[src/rtl/cdb_arbiter.sv]
// Common data bus arbiter. Each result source feeds a private FIFO. A round-robin
// arbiter picks one head per cycle and drives it onto a registered broadcast bus.
module cdb_arbiter #(
    parameter int NSRC  = 4,
    parameter int DEPTH = 4,
    parameter int TAGW  = 5
) (
    input  logic                 clk,
    input  logic                 reset,
    input  logic                 flush,
    input  logic [NSRC*TAGW-1:0] src_tag,
    input  logic [NSRC*32-1:0]   src_data,
    output logic [NSRC-1:0]      src_full,
    output logic [TAGW-1:0]      cdb_tag,
    output logic [31:0]          cdb_data,
    output logic                 overflow
);
    localparam int PW = $clog2(DEPTH);
    localparam int CW = PW + 1;
    localparam int RW = (NSRC > 1) ? $clog2(NSRC) : 1;
    localparam int EW = TAGW + 32;

    logic [NSRC-1:0]         req, pop, byp, push, ovf_set;
    logic [NSRC-1:0][EW-1:0] head;
    logic                    gnt;
    logic [RW-1:0]           gidx, rr_q, rr_d;
    logic [TAGW-1:0]         cdb_tag_q;
    logic [31:0]             cdb_data_q;
    logic                    ovf_q;

    for (genvar i = 0; i < NSRC; i++) begin : g_src
        logic [DEPTH-1:0][EW-1:0] mem_q;
        logic [PW-1:0]            rd_q, wr_q;
        logic [CW-1:0]            cnt_q;
        logic                     in_vld, empty;
        logic [EW-1:0]            live;

        assign live   = {src_tag[i*TAGW +: TAGW], src_data[i*32 +: 32]};
        assign in_vld = |src_tag[i*TAGW +: TAGW];
        assign empty  = (cnt_q == '0);

        // Buffered entries always go first; the live input only bypasses an empty FIFO.
        assign req[i]      = !empty || in_vld;
        assign head[i]     = empty ? live : mem_q[rd_q];
        assign pop[i]      = gnt && (gidx == RW'(i)) && !empty;
        assign byp[i]      = gnt && (gidx == RW'(i)) && empty;
        assign push[i]     = in_vld && !byp[i] && ((cnt_q != CW'(DEPTH)) || pop[i]);
        assign ovf_set[i]  = in_vld && (cnt_q == CW'(DEPTH)) && !pop[i];
        assign src_full[i] = (cnt_q == CW'(DEPTH));

        always_ff @(posedge clk) begin
            if (reset || flush) begin
                rd_q  <= '0;
                wr_q  <= '0;
                cnt_q <= '0;
            end else begin
                if (push[i]) begin
                    mem_q[wr_q] <= live;
                    wr_q        <= wr_q + PW'(1);
                end
                if (pop[i])
                    rd_q <= rd_q + PW'(1);
                if (push[i] && !pop[i])
                    cnt_q <= cnt_q + CW'(1);
                else if (pop[i] && !push[i])
                    cnt_q <= cnt_q - CW'(1);
            end
        end
    end

    always_comb begin
        gnt  = 1'b0;
        gidx = '0;
        for (int k = 0; k < NSRC; k++) begin
            if (!gnt && req[(int'(rr_q) + k) % NSRC]) begin
                gnt  = 1'b1;
                gidx = RW'((int'(rr_q) + k) % NSRC);
            end
        end
        rr_d = rr_q;
        if (gnt)
            rr_d = (int'(gidx) == NSRC - 1) ? '0 : gidx + RW'(1);
    end

    always_ff @(posedge clk) begin
        if (reset) begin
            rr_q       <= '0;
            cdb_tag_q  <= '0;
            cdb_data_q <= '0;
            ovf_q      <= 1'b0;
        end else if (flush) begin
            rr_q       <= '0;
            cdb_tag_q  <= '0;
            cdb_data_q <= '0;
        end else begin
            rr_q <= rr_d;
            {cdb_tag_q, cdb_data_q} <= gnt ? head[gidx] : '0;
            if (|ovf_set)
                ovf_q <= 1'b1;
        end
    end

    assign cdb_tag  = cdb_tag_q;
    assign cdb_data = cdb_data_q;
    assign overflow = ovf_q;
endmodule

[config.mk]
export PLATFORM = sky130hd
export DESIGN_NAME = cdb_arbiter
export DESIGN_NICKNAME = d
export VERILOG_FILES = /design/src/rtl/cdb_arbiter.sv
export SDC_FILE = /design/constraint.sdc
export NUM_CORES = 1
export LEC_CHECK = 0
export BUFFER_PORTS_ARGS = -buffer_cell sky130_fd_sc_hd__buf_4
export CORE_MARGIN = 2
export CORE_UTILIZATION = 40
export CTS_BUF_LIST = sky130_fd_sc_hd__clkbuf_8
export CTS_CLUSTER_DIAMETER = 60
export DETAILED_ROUTE_END_ITERATION = 16
export GPL_ROUTABILITY_DRIVEN = 0
export PLACE_DENSITY = 0.66
export SLEW_MARGIN = 20
export SYNTH_ARGS = -nofsm -noshare
export SYNTH_HDL_FRONTEND = slang
export SYNTH_SLANG_ARGS = --single-unit
[constraint.sdc]
create_clock -name clk -period 4.2 [get_ports clk]
set_input_delay 0.21 -clock clk [delete_from_list [all_inputs] [get_ports clk]]
set_output_delay 0.21 -clock clk [all_outputs]
set_load 0.1 [all_outputs]
Word level (Yosys, flattened, before mapping)
Cells that the tools add are included.

cells by class
  reductions and logical operators = 95
  equality and inequality tests = 12
  multiplexer cells = 54
  add/subtract/negate cells = 20
  order comparisons = 17
  bitwise operators = 6

operator list
  operator                                                                              number
  148-bit bitwise mux                                                                   4
  37-bit two-way mux                                                                    13
  37-bit binary-select mux with 2-bit select                                            5
  37-bit demux with 2-bit select                                                        4
  1-bit logical AND                                                                     43
  2-bit by 3-bit < comparator with 1-bit output (second input constant)                 10
  3-bit two-way mux                                                                     8
  2-bit by 1-bit adder with 2-bit output (second input constant)                        10
  5-bit OR reduction                                                                    4
  1-bit logical NOT                                                                     19
  3-bit by 1-bit adder with 3-bit output (second input constant)                        4
  3-bit == test (second input constant)                                                 4
  3-bit logical NOT                                                                     4
  3-bit by 4-bit < comparator with 1-bit output (second input constant)                 3
  3-bit != test (second input constant)                                                 4
  3-bit by 1-bit subtractor with 3-bit output (second input constant)                   4
  1-bit two-way mux                                                                     11
  2-bit two-way mux                                                                     5
  2-bit AND reduction                                                                   5
  1-bit logical OR                                                                      9
  1-bit binary-select mux with 2-bit select                                             4
  2-bit by 1-bit greater-or-equal comparator with 1-bit output (second input constant)  4
  2-bit nonzero test                                                                    4
  2-bit OR reduction                                                                    4
  other kinds (8)                                                                       15

word-level totals
  output and inout bits = 42
  bits in registers = 660
  input bits = 151

Depth between registers and ports, before layout
  depth in word-level cells = 25
  mapped depth = 18
  depth with buffers taken out = 15

Worst setup path before layout
OpenSTA, ideal clock, no wires.

  kind = register to register
  from = register g_src[2].cnt_q[2]
  to = register g_src[3].mem_q[0] (netlist bit), enable pin
  data required time = 3.802 ns
  path buffers = 3
  arrival time = 3.638 ns
  path slack = 0.164 ns
  cell stages (with the launch flop) = 14
  cells stage by stage = dfxtp_1 -> or3_1 -> clkbuf_1 -> or3_4 -> a211oi_2 -> o21ai_2 -> buf_6 -> buf_6 -> inv_1 -> ha_1 -> or4b_2 -> o21ai_0 -> a31oi_2 -> and3_1

on the way
  cells in the longest elaborated chain, start to end = 22

ends and longest elaborated chain
  element                                    RTL line  source
  start, declared                            34        logic [CW-1:0] cnt_q;
  start signal, assigned                     64        cnt_q <= cnt_q + CW'(1);
  start signal, assigned                     66        cnt_q <= cnt_q - CW'(1);
  3-bit logical NOT (*)                      40        assign empty = (cnt_q == '0);
  1-bit logical NOT (*)                      43        assign req[i] = !empty || in_vld;
  1-bit logical OR (*)                       43
  1-bit binary-select mux with 2-bit select  75        if (!gnt && req[(int'(rr_q) + k) % NSRC]) begin
  1-bit two-way mux (not written as such)    75
  1-bit two-way mux                          75
  1-bit logical NOT                          75
  1-bit logical AND                          75
  (+7 left out)                              --
  2-bit == test                              45, 46
  1-bit logical AND (*)                      45, 46
  1-bit logical AND                          46        assign byp[i] = gnt && (gidx == RW'(i)) && empty;
  1-bit logical NOT                          47        assign push[i] = in_vld && !byp[i] && ((cnt_q != CW'(DEPTH)) || pop[i]);
  1-bit logical AND                          47
  1-bit logical AND (*)                      47
  via push[3]                                23        logic [NSRC-1:0] req, pop, byp, push, ovf_set;
  2-bit AND reduction (no line) (*)          --
  end signal, assigned by index              58        mem_q[wr_q] <= live;
  end, declared                              32        logic [DEPTH-1:0][EW-1:0] mem_q;

The timed path passes the listed nets; every way through them passes the cells marked *. The select of a mux whose other input is x is not followed.
A chain may end at the register's enable or synchronous reset.

Worst setup path after layout
  from = register g_src[3].cnt_q[0]
  to = register g_src[3].cnt_q[2]

on the way
  cells in the longest elaborated chain, start to end = 24

ends and longest elaborated chain
  element                                    RTL line  source
  start, declared                            34
  start signal, assigned                     64
  start signal, assigned                     66
  3-bit logical NOT                          40
  1-bit logical NOT                          43, 45
  1-bit logical OR                           43
  1-bit binary-select mux with 2-bit select  75
  1-bit two-way mux (not written as such)    75
  1-bit two-way mux                          75
  1-bit logical NOT                          75
  1-bit logical AND                          75
  (+9 left out)                              --
  1-bit logical AND                          46
  1-bit logical NOT                          47
  1-bit logical AND                          47
  1-bit logical AND (*)                      47
  via push[3]                                23
  1-bit logical NOT                          65        else if (pop[i] && !push[i])
  1-bit logical AND                          65
  2-bit nonzero test (no line)               --

Marks and branches as above.

==> qor.log <==
[pwr] worst IR drop on VDD 0.233 mV
[global_routing] overall routing resource usage 17.6%
[global_routing] total global routing overflow 0
[drt] final antenna-violating net count 0
[yosys] ranking of synthesized cells by area edfxtp_1 66%, mux4_2 12%, mux2i_1 5.8%
[drt] first-iteration detailed-routing DRC count 859
[clocking] Inserted Clock Buffers 103
[floorplan] die area 0.0698 mm²
[floorplan] die span in x 264 µm
[flow_run] max_cap viols 0
[clocking] H-Tree Level Count 3
[yosys] flop and latch count out of synthesis 660
[drt] DR vias 14100
[pwr] combinational share of power 19.4%
[floorplan] die extent in y 264 µm
[sta] part of the cycle the worst path needs 95.7%
[sta] FMAX 249 MHz
[sta] Tightest Pin Transition 1080 ps
[yosys] Post-synth ARST share 0%
[finish] nets@finish 1930
[worst_hold_path] endpoint of the worst hold path g_src[2].mem_q[84]
[sta] Slew Limit Fails 0
[worst_setup_path] category of the most critical setup path reg -> reg
[pwr] Switch Pwr 4320 µW
[pwr] power density over the cells 465 mW/mm²
[finish] synthesis-to-layout area growth 22.1%
[worst_hold_path] depth of the worst hold-timing path 2
[pwr] share of total power in sequential cells 49.5%
[yosys] Post-Synth XOR/XNOR Area 0.712%
[clocking] clock-pin slew reported for the worst setup and hold paths after clock tree synthesis 60 ps
[drt] WL/cell 22.5 µm
[pwr] proportion of power drawn by the clock network 31.1%
[worst_setup_path] Required @ worst endpoint 4800 ps
[drt] aggregate routed wire length 61.2 mm
[finish] share of layout cells above drive strength 1 34.2%
[yosys] register area share after synthesis 70.7%
[clocking] worst-case clock buffer depth 3
[worst_setup_path] startpoint of the lowest-slack register-to-register path g_src[3].cnt_q[0]
[sta] final setup TNS 0 ps
[yosys] main combinational cell family by area after synthesis multiplexers
[yosys] multiplexer fraction of the synthesized cell area 21.3%
[drt] average via count per standard cell 5.21
[floorplan] I/O pin cnt 193
[clocking] worst-skew pair later-pin latency 700 ps
[pwr] leakage power summed over all cells 0.0113 µW
[global_routing] first-pass GRT wire length 92.4 mm
[global_routing] number of global-route vias before repair 15000
[yosys] area share of and/or/nand/nor cells after synthesis 1.87%
[yosys] total of warnings raised by yosys 0
[sta] Max-slew headroom 27.7%
[clocking] TritonCTS sink count 660
[worst_hold_path] startpoint of the lowest-slack hold path src_data[74]
[yosys] fraction of synthesized cell area taken by the top area cell type 65.7%
[clocking] TritonCTS clock tree yes
[clocking] buffer type at the clock tree root clkbuf_8
[yosys] compound-cell area share of the yosys netlist 2.45%
[worst_setup_path] Critical Path AT 4620 ps
[floorplan] standard-cell rows 95
[worst_setup_path] capturing element type of the critical path flop
[drt] number of iterations in the first detailed-routing pass 5
[worst_hold_path] worst min path class in -> reg
[floorplan] Core Area 0.0670 mm²
[yosys] Post-Syn Nets 1514
[status] outcome finished, final reports clean
[yosys] number of distinct library cells after synthesis 49
[floorplan] initial standard-cell utilization of the core 40.4%
[yosys] mean area per synthesized cell 20.3 µm²
[pwr] Power Total 15400 µW
[sta] hold violation total from the final report 0
[pwr] cell-internal power 11000 µW
[drt] post-route DRC violation count 0
[worst_setup_path] maximum fanout encountered on the critical timing path 6
[place] number of port buffers 192
[yosys] main flop type after synthesis edfxtp_1
[worst_setup_path] register-to-register path setup slack 180 ps
[worst_setup_path] logic depth of the worst register-to-register path 15
[yosys] arithmetic-cell share of the synthesized area counting full adders, half adders and majority gates 1.41%
[global_routing] initial antenna violation count 11
[place] HPWL after detailed placement 40.0 mm
[yosys] top cell type by total area after synthesis edfxtp_1
[sta] clock tree skew after final layout 37.8 ps
[worst_setup_path] startpoint class of the critical path flop
[pwr] Sw Share 28.1%
[sta] # setup viols final 0
[yosys] mapped cell area 0.0271 mm²
[worst_setup_path] capture instance of the worst register-to-register path g_src[3].cnt_q[2]
[sta] unrepaired setup endpoints after global routing no
[sta] crit path time final 4020 ps
[yosys] count of flip-flops with a built-in enable after synthesis 592
[global_routing] pin count of the biggest net entering global routing 40
[yosys] Cells after Synth 1335
-- Yosys cell counts, drive strengths merged (6+ instances only) --
master,count
nor3,6
edfxtp,592
o21ai,8
buf,37
mux2,74
mux2i,156
or3,10
nand2,7
and3,16
inv,20
nor2,34
ha,24
a21oi,7
xor2,18
o22ai,39
clkbuf,35
mux4,148
dfxtp,68
-- metal layers --
metal	vias up	wire (µm)	global-route usage [%]
li1	6315	-	-
met4	12	1550	6.48
met3	91	3420	3.42
met2	407	29700	28.3
met5	-	75	0
met1	7322	26500	24.1
-- sequential cells by signal, indices dropped and copies added (netlist names) --
name	count
cdb_data	32
g_src.rd_q	8
g_src.wr_q	8
g_src.cnt_q	12
cdb_tag	5
rr_q	2
g_src.mem_q	592
overflow	1
-- what timing repair did --
action / CTS / global route
hold buffers: 150 / 0
setup buffers: 0 / 2
setup endpoints to repair: 0 / 1
resized for setup: 0 / 2
hold endpoints to repair: 606 / 0
-- through the flow --
step	setup WS (ps)	cell area, µm²	hold WS [ps]	util, %	instances
after floorplan	164	27100	309	-	1335
after global placement	243	29700	418	44.3	2367
after detailed placement	83.9	29700	424	44.3	2367
after CTS	191	33000	209	49.3	2707
after global routing	12.3	33100	245	49.3	2713
final	181	33100	270	49.3	2713
-- power groups by stage --
stage / clock network (µW) / registers (µW) / logic, µW
after detailed placement: 0 / 7750 / 2860
after floorplan: 0 / 8170 / 1550
after global placement: 0 / 7730 / 2820
after global routing: 5210 / 7630 / 3150
final: 4780 / 7610 / 2980
after CTS: 4910 / 7610 / 3000
-- cell type report --
cell class                 count  area (µm²)
clock buffer                 108        1490
tap                          873        1090
antenna                        4        10.0
sequential                   660       19100
multi-input combinational    583        7550
clock inverter                82         337
timing repair buffer         383        3360
inverter                      20        75.1
fill                        5532       34000
-- kinds of logic after synthesis --
family | after synthesis
AO/OA/AOI/OAI | 63
AND/OR/NAND/NOR | 92
XOR/XNOR | 22
multiplexers | 378
buffers and inverters | 92
flip-flops | 660
adder cells (fa/ha/maj) | 28
-- worst max-delay path by stage --
stage | start | end | depth (start not counted)
final | g_src[3].cnt_q[0] | g_src[3].cnt_q[2] | 15
after global routing | g_src[3].cnt_q[0] | g_src[3].cnt_q[2] | 15
after CTS | g_src[3].cnt_q[0] | g_src[3].cnt_q[2] | 15
after detailed placement | src_tag[1] | g_src[0].cnt_q[2] | 15
after global placement | src_tag[15] | g_src[3].cnt_q[2] | 16
after floorplan | g_src[2].cnt_q[2] | g_src[3].mem_q[0] | 13
-- cells in the final DEF, fill, tap and decap left out, types with 18 or more instances in the layout --
cell	count
edfxtp_1	592
buf_4	224
mux2i_1	156
dlygate4sd3_1	150
mux4_2	148
clkbuf_8	108
inv_1	62
dfxtp_1	60
mux2_2	38
o22ai_2	37
nor2_1	33
mux2_1	28
clkinv_1	28
ha_1	24
xor2_1	18
-- worst max-delay path: stages (launching register included) --
cell	delay [ps]
dfxtp_1	380
or3_2	510
or3_1	380
o221a_1	280
o21ai_4	220
inv_1	100
ha_1	230
or4b_2	610
o21ai_0	120
a31oi_2	80
ha_1	230
inv_1	90
fa_1	200
xor2_1	80
or3_1	310
a21oi_1	130
Note: power is estimated with default switching activity, not from simulation.
